--- config.mk ---
export PLATFORM = sky130hd
export DESIGN_NAME = bht_ctrl
export DESIGN_NICKNAME = d
export VERILOG_FILES = /design/src/rtl/bht_ctrl.sv
export SDC_FILE = /design/constraint.sdc
export NUM_CORES = 1
export LEC_CHECK = 0
export CORE_MARGIN = 5
export CORE_UTILIZATION = 50
export DETAILED_ROUTE_END_ITERATION = 8
export GPL_TIMING_DRIVEN = 0
export HOLD_SLACK_MARGIN = 0.15
export PLACE_DENSITY = 0.71
export SLEW_MARGIN = 20
export SYNTH_ARGS = -nofsm -noshare
export SYNTH_HDL_FRONTEND = slang
export SYNTH_SLANG_ARGS = --single-unit
export TNS_END_PERCENT = 1
--- constraint.sdc ---
create_clock -name clk -period 9.08 [get_ports clk]
set_input_delay 1.362 -clock clk [delete_from_list [all_inputs] [get_ports clk]]
set_output_delay 1.362 -clock clk [all_outputs]
set_load 0.05 [all_outputs]
--- src/rtl/bht_ctrl.sv ---
// Branch-history-table port controller: zero-latency lookups plus a coalescing update queue.
// Define BHT_FWD_EN to forward queued counters to lookups before they drain.
module bht_ctrl #(
    parameter int unsigned LOGINDEX = 8,
    parameter int unsigned CTRW     = 2,
    parameter int unsigned QDEPTH   = 4,
    parameter int unsigned LOGQ     = 2
) (
    input  logic                clk,
    input  logic                reset,
    input  logic                lk_valid,
    input  logic [LOGINDEX-1:0] lk_index,
    output logic                lk_ready,
    output logic                lk_taken,
    output logic [CTRW-1:0]     lk_ctr,
    input  logic                up_valid,
    input  logic [LOGINDEX-1:0] up_index,
    input  logic [CTRW-1:0]     up_ctr,
    input  logic                up_taken,
    output logic                up_ready,
    output logic                ram_we,
    output logic [LOGINDEX-1:0] ram_index,
    output logic [CTRW-1:0]     ram_data,
    input  logic [CTRW-1:0]     ram_rdata,
    output logic [LOGQ:0]       q_count
);

    localparam logic [CTRW-1:0] CtrMax = {CTRW{1'b1}};
    localparam logic [LOGQ:0]   QFull  = (LOGQ + 1)'(QDEPTH);

    logic [LOGINDEX-1:0] idx_q [QDEPTH];
    logic [LOGINDEX-1:0] idx_d [QDEPTH];
    logic [CTRW-1:0]     ctr_q [QDEPTH];
    logic [CTRW-1:0]     ctr_d [QDEPTH];
    logic [QDEPTH-1:0]   vld_q, vld_d;
    logic [LOGQ-1:0]     head_q, head_d;
    logic [LOGQ-1:0]     tail_q, tail_d;
    logic [LOGQ:0]       cnt_q, cnt_d;

    logic                q_full;
    logic                lk_grant;
    logic                drain;
    logic                enq;
    logic                up_hit;
    logic [LOGQ-1:0]     up_pos;
    logic [CTRW-1:0]     up_base;
    logic [CTRW-1:0]     up_next;
    logic                alloc;
    logic                merge;

    // Port arbitration: lookups win unless the queue is full.
    assign q_full   = (cnt_q == QFull);
    assign lk_grant = lk_valid && !q_full;
    assign drain    = !lk_grant && (cnt_q != '0);
    assign enq      = up_valid && !q_full;

    assign lk_ready  = !q_full;
    assign up_ready  = !q_full;
    assign q_count   = cnt_q;
    assign ram_we    = drain;
    assign ram_index = drain ? idx_q[head_q] : lk_index;
    assign ram_data  = ctr_q[head_q];

    // Walk oldest to youngest so the last match is the youngest.
    always_comb begin
        up_hit = 1'b0;
        up_pos = '0;
        for (int unsigned k = 0; k < QDEPTH; k++) begin
            logic [LOGQ-1:0] p;
            p = head_q + LOGQ'(k);
            if (vld_q[p] && (idx_q[p] == up_index)) begin
                up_hit = 1'b1;
                up_pos = p;
            end
        end
    end

    always_comb begin
        up_base = up_hit ? ctr_q[up_pos] : up_ctr;
        if (up_taken) begin
            up_next = (up_base == CtrMax) ? up_base : up_base + CTRW'(1);
        end else begin
            up_next = (up_base == '0) ? up_base : up_base - CTRW'(1);
        end
    end

    // A hit on a head that leaves this cycle cannot be merged into; append instead.
    assign alloc = enq && (!up_hit || ((up_pos == head_q) && drain));
    assign merge = enq && !alloc;

    always_comb begin
        idx_d  = idx_q;
        ctr_d  = ctr_q;
        vld_d  = vld_q;
        head_d = head_q;
        tail_d = tail_q;
        cnt_d  = cnt_q;
        if (drain) begin
            vld_d[head_q] = 1'b0;
            head_d        = head_q + LOGQ'(1);
        end
        if (merge) begin
            ctr_d[up_pos] = up_next;
        end
        if (alloc) begin
            idx_d[tail_q] = up_index;
            ctr_d[tail_q] = up_next;
            vld_d[tail_q] = 1'b1;
            tail_d        = tail_q + LOGQ'(1);
        end
        case ({alloc, drain})
            2'b10:   cnt_d = cnt_q + (LOGQ + 1)'(1);
            2'b01:   cnt_d = cnt_q - (LOGQ + 1)'(1);
            default: cnt_d = cnt_q;
        endcase
    end

    always_ff @(posedge clk or posedge reset) begin
        if (reset) begin
            for (int unsigned i = 0; i < QDEPTH; i++) begin
                idx_q[i] <= '0;
                ctr_q[i] <= '0;
            end
            vld_q  <= '0;
            head_q <= '0;
            tail_q <= '0;
            cnt_q  <= '0;
        end else begin
            idx_q  <= idx_d;
            ctr_q  <= ctr_d;
            vld_q  <= vld_d;
            head_q <= head_d;
            tail_q <= tail_d;
            cnt_q  <= cnt_d;
        end
    end

`ifdef BHT_FWD_EN
    logic            fwd_hit;
    logic [CTRW-1:0] fwd_ctr;

    always_comb begin
        fwd_hit = 1'b0;
        fwd_ctr = '0;
        for (int unsigned k = 0; k < QDEPTH; k++) begin
            logic [LOGQ-1:0] p;
            p = head_q + LOGQ'(k);
            if (vld_q[p] && (idx_q[p] == lk_index)) begin
                fwd_hit = 1'b1;
                fwd_ctr = ctr_q[p];
            end
        end
    end

    assign lk_ctr = fwd_hit ? fwd_ctr : ram_rdata;
`else
    assign lk_ctr = ram_rdata;
`endif

    assign lk_taken = lk_ctr[CTRW-1];

endmodule
==> flow_metrics.py, run 1 <==
metrics = {
    "status": {
        "outcome": "finished, final reports clean",
    },
    "critical_path": {
        "crit_required_ps": 9320,
        "reg2reg_to": "q_count[1]",
        "ff2ff_setup_slack_ps": 2830,
        "rr_worst_depth": 23,
        "crit_start": "head_q[1]",
        "end_kind": "register",
        "cp_max_fo": 10,
        "cp.arrival_ps": 6500,
        "startpoint_type": "register",
        "worstSetupPathType": "register to register",
        "rr_startpoint": "head_q[1]",
    },
    "floorplanning": {
        "row_count": 34,
        "coreArea_um2": 8636,
        "dieArea_um2": 10710,
        "initial_core_util_pct": 50.58,
        "io_pins": 44,
        "die_w_um": 103.5,
        "fp.dieH_um": 103.5,
    },
    "placed_design": {
        "dp_hpwl_mm": 7.987,
        "gp_congestion": 0.9161,
        "portBuffers": 35,
    },
    "clocking": {
        "clock_path_buffers": 2,
        "cts_buffers": 5,
        "numClockSinks": 51,
        "cts_resized": 0,
        "clkSlewWorstSetupHoldPaths_ps": 100,
        "cts_setup_buffers": 0,
        "cts-root-buf": "clkbuf_8",
        "cts_tree": "yes",
        "htree_num_levels": 2,
        "holdBufCountCts": 0,
        "insertion_delay_ps": 310,
    },
    "synth": {
        "synth_compound_area_share_pct": 10.94,
        "syn_area_um2": 4368,
        "synth_top_family_by_area": "multiplexers",
        "syn_inst": 413,
        "synth_simple_gate_area_share_pct": 10.31,
        "synth_fa_ha_area_share_pct": 3.523,
        "syn_area_per_cell_um2": 10.58,
        "syn-num-nets": 448,
        "synth_ff_type": "dfrtp_1",
        "seq_area_frac_synth_pct": 29.22,
        "synth_edf_count": 0,
        "synth.distinct_cells": 59,
        "async_flop_share_pct": 100.0,
        "yosys-top-cells-area": "dfrtp_1, mux4_2, mux2_2, mux2i_1, xnor2_1",
        "synth-xor-area-share_pct": 8.049,
        "synth_warnings": 0,
        "synth.top_cell.area_share_pct": 29.22,
        "yosys.area.top_type": "dfrtp_1",
        "ys_seq_elements": 51,
        "synth.mux.area_fraction_pct": 31.77,
    },
    "layout": {
        "fillers": 746,
        "nets": 491,
        "drive_above_1_share_pct": 24.51,
        "fin_util_pct": 57.53,
        "most-common-layout-cells": "dfrtp_1, mux2_2, nand2_1",
        "insertedDiodeCount": 0,
        "syn2layout_area_growth_pct": 13.75,
        "final_common_cell": "dfrtp_1",
    },
    "sta": {
        "worstMarginPinSlew_ps": 791.7,
        "hold_viol_final": 0,
        "skew_ps": 8.952,
        "period_needed_ps": 6254,
        "relSlewSlack_pct": 46.18,
        "timing.fmax_mhz": 159.9,
        "fin_setup_tns_ps": 0,
        "setup_viol": 0,
        "fin_crit_sh_pct": 68.88,
        "slew_viol_final": 0,
        "rsz0062_at_grt": "false",
    },
    "flow_run": {
        "drv_cap": 0,
    },
    "global_route": {
        "use_met1_pct": 31.71,
        "grt_start_max_net_pins": 35,
        "grtUsageMet2_pct": 33.28,
        "grt_overflow_total": 0,
        "grt_pass1_vias": 3376,
        "use_met3_pct": 2.549,
        "grt_usage_pct": 21.40,
        "grt_first_pass_wirelength_mm": 17.83,
        "busiest_layer": "met2",
        "antenna_found_initial": 0,
    },
    "power_and_ir_drop": {
        "p_sw_share_pct": 48.09,
        "pwr-share-seq_pct": 22.0,
        "p_int_w": 0.001146,
        "vdd_drop_max_mv": 0.2195,
        "p_switching_w": 0.001062,
        "pwr-share-comb_pct": 71.8,
        "p_per_area_nw_per_um2": 444.4,
        "p_clk_share_pct": 6.2,
        "p_leak_nw": 2.003,
    },
    "route": {
        "drtAntennaViolNets": 0,
        "drc_errors": 0,
        "vias_per_cell": 6.088,
        "vias": 3440,
        "wl_mm": 10.71,
        "routedWlPerCell_um": 18.95,
        "drt_iter0_markers": 296,
        "first_pass_iters": 5,
    },
    "worst_hold_path": {
        "hold_path_depth": 1,
        "hold_path_class": "register to register",
        "worst_hold_path.endpoint": "q_count[0]",
        "min_from": "q_count[0]",
    },
}
==> flip-flops by register name, summed over array words and instances, names as in the netlist <==
register and flops:
q_count 3, ctr_q 8, vld_q 4, idx_q 32, tail_q 2, head_q 2
==> area by class of cell <==
type	instances	area [um2]	area share, %
buffer	34	206.4	4.155
clock buffer	5	68.82	1.385
clock inverter	3	22.52	0.4533
inverter	17	63.81	1.284
multi-input combinational	311	2825	56.86
sequential	51	1276	25.69
tap	108	135.1	2.720
timing repair buffer	36	370.4	7.454
==> synthesized netlist by cell type (all sizes together) (4+ instances only) <==
cell and n:
xor2 8, mux2i 34, o31ai 4, nor3 11, dfrtp 51, nand2 36, inv 16, a21oi 8
mux4 24, o21ai 20, nor2 19, mux2 45, xnor2 30, ha 9, a41oi 4, clkbuf 10
nand3 11, buf 24
==> power by group through the flow <==
stage | clock [W] | sequential [W] | combinational [W]
2_1_floorplan | 0 | 0.000465 | 0.00123
3_3_place_gp | 0 | 0.000476 | 0.00155
3_5_place_dp | 0 | 0.000488 | 0.00158
4_1_cts | 0.000145 | 0.000482 | 0.00158
5_1_grt | 0.000154 | 0.000507 | 0.00171
6_report | 0.000138 | 0.000485 | 0.00158
==> through the flow <==
stage	cells	setup WS (ps)	area, um2	total power, W	hold slack (ps)
finish	565	2826	4969	0.002208	529.7
global route	565	2493	4969	0.002366	586.4
CTS	565	2884	4969	0.002210	537.1
detailed placement	557	2924	4877	0.002063	521.6
global placement	556	2962	4853	0.002028	498.8
floorplan	413	4070	4368	0.001694	492.9
==> worst max path at each step <==
stage / endpoint / slack (ps) / depth (start not counted)
finish: q_count[1] / 2830 / 23
CTS: q_count[1] / 2880 / 23
global route: q_count[2] / 2490 / 25
global placement: q_count[2] / 2960 / 25
detailed placement: q_count[2] / 2920 / 25
floorplan: q_count[2] / 4070 / 25
==> worst max-delay path, stage by stage, from the launching register on <==
cell       delay [ps]
dfrtp_1           390
buf_4             220
buf_2             330
buf_6             230
buf_4             240
inv_1             150
ha_1              370
buf_4             250
buf_6             210
buf_2             320
mux4_2            360
xnor2_1           290
o2111ai_1         300
nor2_1            370
nor3_1             80
a211o_2           360
xnor2_4           250
nand2_1            80
a21boi_0          440
inv_1              90
ha_1              220
inv_1              70
fa_1              400
mux2i_1           130
==> per-layer routing <==
layer,vias up,routed length (um)
li1,1608,-
met1,1712,4905
met2,109,5122
met3,11,530
met4,0,146
met5,-,0
==> kinds of logic (layout without fill, tap and decap cells) <==
kind of cell             after synthesis  count (layout)
buffers and inverters                 51              95
AO/OA/AOI/OAI                         64              64
XOR/XNOR                              38              38
AND/OR/NAND/NOR                       94              94
adder cells (fa/ha/maj)               12              12
multiplexers                         103             103
flip-flops                            51              51
Note: power is estimated with default switching activity, not from simulation.
==> inputs of run 2 (changes only) <==
--- a/config.mk
+++ b/config.mk
@@ -10,7 +10,7 @@
 export DETAILED_ROUTE_END_ITERATION = 8
 export GPL_TIMING_DRIVEN = 0
 export HOLD_SLACK_MARGIN = 0.15
-export PLACE_DENSITY = 0.71
+export PLACE_DENSITY = 0.74
 export SLEW_MARGIN = 20
 export SYNTH_ARGS = -nofsm -noshare
 export SYNTH_HDL_FRONTEND = slang
==> constraint.sdc (replaced) <==
create_clock -name clk -period 5.69 [get_ports clk]
set_input_delay 0.8535 -clock clk [delete_from_list [all_inputs] [get_ports clk]]
set_output_delay 0.8535 -clock clk [all_outputs]
set_load 0.05 [all_outputs]
==> run 2 against run 1 <==
  * Sequential cell count did not move
  * Clock-buffer cell count rose by 1
  * First-iteration DRC count decreased by 28%
  * Final cell count down 0.18%
  * Die area unchanged
  * Utilization is 0.35 points higher
  * Non-clock buffer count down 1
  * Sequential share of layout area decreased by 0.15 points
  * Hold slack better by 6.4 ps
  * Clock skew grew 3.5 ps
  * Critical endpoint unchanged
==> flow_metrics.py, run 2 (same netlist as run 1, synthesis figures left out) <==
metrics = {
    "clocking": {
        "cts-root-buf": "clkbuf_8",
        "cts_tree": "yes",
        "numClockSinks": 51,
        "clock_path_buffers": 2,
        "insertion_delay_ps": 310,
        "cts_buffers": 5,
        "clkSlewWorstSetupHoldPaths_ps": 100,
        "htree_num_levels": 2,
        "holdBufCountCts": 0,
    },
    "critical_path": {
        "worstSetupPathType": "register to register",
        "cp_max_fo": 19,
        "cpPeakStageDelay_ps": 530,
        "cp_cell_sequence": "buf_8 -> buf_6 -> buf_4 -> inv_1 -> ha_1 -> buf_6 -> buf_8 -> mux4_2 -> xnor2_1 -> nand3_1 -> nor3_1 -> a2111oi_2 -> a211o_2 -> xnor2_4 -> nand2_1 -> a21boi_2 -> inv_1 -> ha_1 -> inv_1 -> fa_1 -> mux2i_1",
        "startpoint_type": "register",
        "worst-path-buf-inv": 8,
        "end_kind": "register",
        "cp_common_cell": "inv_1",
        "critPathTopFamily": "buffers and inverters",
        "crit_required_ps": 5930,
        "cp.arrival_ps": 5570,
        "cpMaxStageDelayCell": "mux4_2",
    },
    "sta": {
        "setup_viol": 0,
        "hold-worst-slack_ps": 536.1,
        "skew_ps": 12.48,
        "worstMarginPinSlew_ps": 802.0,
        "rsz0062_at_grt": "false",
        "fin_crit_sh_pct": 93.70,
        "relSlewSlack_pct": 45.48,
        "slew_viol_final": 0,
        "timing.fmax_mhz": 187.6,
        "hold_viol_final": 0,
        "period_needed_ps": 5331,
    },
    "global_route": {
        "grt_start_max_net_pins": 29,
        "grt_first_pass_wirelength_mm": 17.80,
        "antenna_found_initial": 0,
        "grt_usage_pct": 21.34,
        "grt_overflow_total": 0,
        "grt_pass1_vias": 3362,
    },
    "layout": {
        "reg_top3": "idx_q x32, ctr_q x8, vld_q x4",
        "largest_reg_flops": 32,
        "insertedDiodeCount": 0,
        "nets": 490,
        "regMostFlops": "idx_q",
        "most-common-layout-cells": "dfrtp_1, mux2_2, nand2_1",
        "syn2layout_area_growth_pct": 14.44,
        "drive_above_1_share_pct": 25.22,
        "final_common_cell": "dfrtp_1",
        "fillers": 718,
    },
    "floorplanning": {
        "die_w_um": 103.5,
        "dieArea_um2": 10710,
        "coreArea_um2": 8636,
        "io_pins": 44,
        "row_count": 34,
        "initial_core_util_pct": 50.58,
        "fp.dieH_um": 103.5,
    },
    "route": {
        "drtAntennaViolNets": 0,
        "vias": 3466,
        "wl_mm": 10.85,
        "routedWlPerCell_um": 19.23,
        "first_pass_iters": 5,
        "drt_iter0_markers": 212,
        "drc_errors": 0,
        "vias_per_cell": 6.145,
    },
    "placed_design": {
        "portBuffers": 35,
        "dp_hpwl_mm": 8.055,
        "gp_congestion": 0.8921,
    },
    "status": {
        "outcome": "finished, final reports clean",
    },
    "worst_hold_path": {
        "hold_path_class": "register to register",
    },
    "flow_run": {
        "drv_cap": 0,
    },
}
run 2: final cells by class:
cell class                 count  area, um2  area share [%]
sequential                    51       1276           25.53
multi-input combinational    311       2843           56.87
clock inverter                 2      16.27          0.3254
tap                          108      135.1           2.703
clock buffer                   6      72.57           1.452
timing repair buffer          37      377.9           7.559
buffer                        32      212.7           4.255
inverter                      17      65.06           1.302
run 2: what timing repair did:
| item | 4_1_cts | 5_1_grt |
|---|---|---|
| resized for setup | 4 | 7 |
| buffers inserted | 0 | 1 |
| hold endpoints to repair | 0 | 0 |
| pin swaps | 0 | 1 |
| endpoints found under the setup margin | 24 | 2 |
run 2: final timing paths:
path                       startpoint    endpoint  slack [ps]  cells after the start
setup reg to reg            head_q[1]  q_count[1]         360                     21
setup / recovery            head_q[1]  q_count[1]         360                     21
min in group asynchronous       reset    ctr_q[3]         920                      2
hold / removal             q_count[0]  q_count[0]         540                      1
hold reg to reg            q_count[0]  q_count[0]         540                      1
max in group asynchronous       reset    idx_q[3]        4220                      3
run 2: stage by stage:
stage | util [%] | worst slack, ps | instances | setup TNS (ps) | cell area, um2
4_1_cts | 57.45 | 92.72 | 563 | 0 | 4961
3_5_place_dp | 56.48 | -481.0 | 557 | -1122 | 4877
5_1_grt | 57.88 | 47.09 | 564 | 0 | 4999
6_report | 57.88 | 358.5 | 564 | 0 | 4999
3_3_place_gp | 56.20 | -376.4 | 556 | -823.3 | 4853
2_1_floorplan | - | 680.5 | 413 | 0 | 4368
run 2: layer usage:
| metal | global-route usage, % | up-vias | routed length [um] |
|---|---|---|---|
| met5 | 0 | - | 0 |
| met4 | 5.478 | 0 | 191 |
| li1 | - | 1600 | - |
| met2 | 33.63 | 135 | 5283 |
| met3 | 2.817 | 16 | 594 |
| met1 | 31.20 | 1715 | 4778 |
Power of run 2 is left out: the tool's default activity adds up to more than one toggle a clock period on the data nets, which glitch-free logic cannot reach.
==> inputs of run 3 (changes only) <==
--- a/config.mk
+++ b/config.mk
@@ -5,6 +5,8 @@
 export SDC_FILE = /design/constraint.sdc
 export NUM_CORES = 1
 export LEC_CHECK = 0
+export ABC_CLOCK_PERIOD_IN_PS = 5690
+export CAP_MARGIN = 20
 export CORE_MARGIN = 5
 export CORE_UTILIZATION = 50
 export DETAILED_ROUTE_END_ITERATION = 8
@@ -15,4 +17,3 @@
 export SYNTH_ARGS = -nofsm -noshare
 export SYNTH_HDL_FRONTEND = slang
 export SYNTH_SLANG_ARGS = --single-unit
-export TNS_END_PERCENT = 1
==> results of run 3 <==
Final layout, timing and power as in run 2 (identical DEF).
Power of run 3 is left out for the same reason.
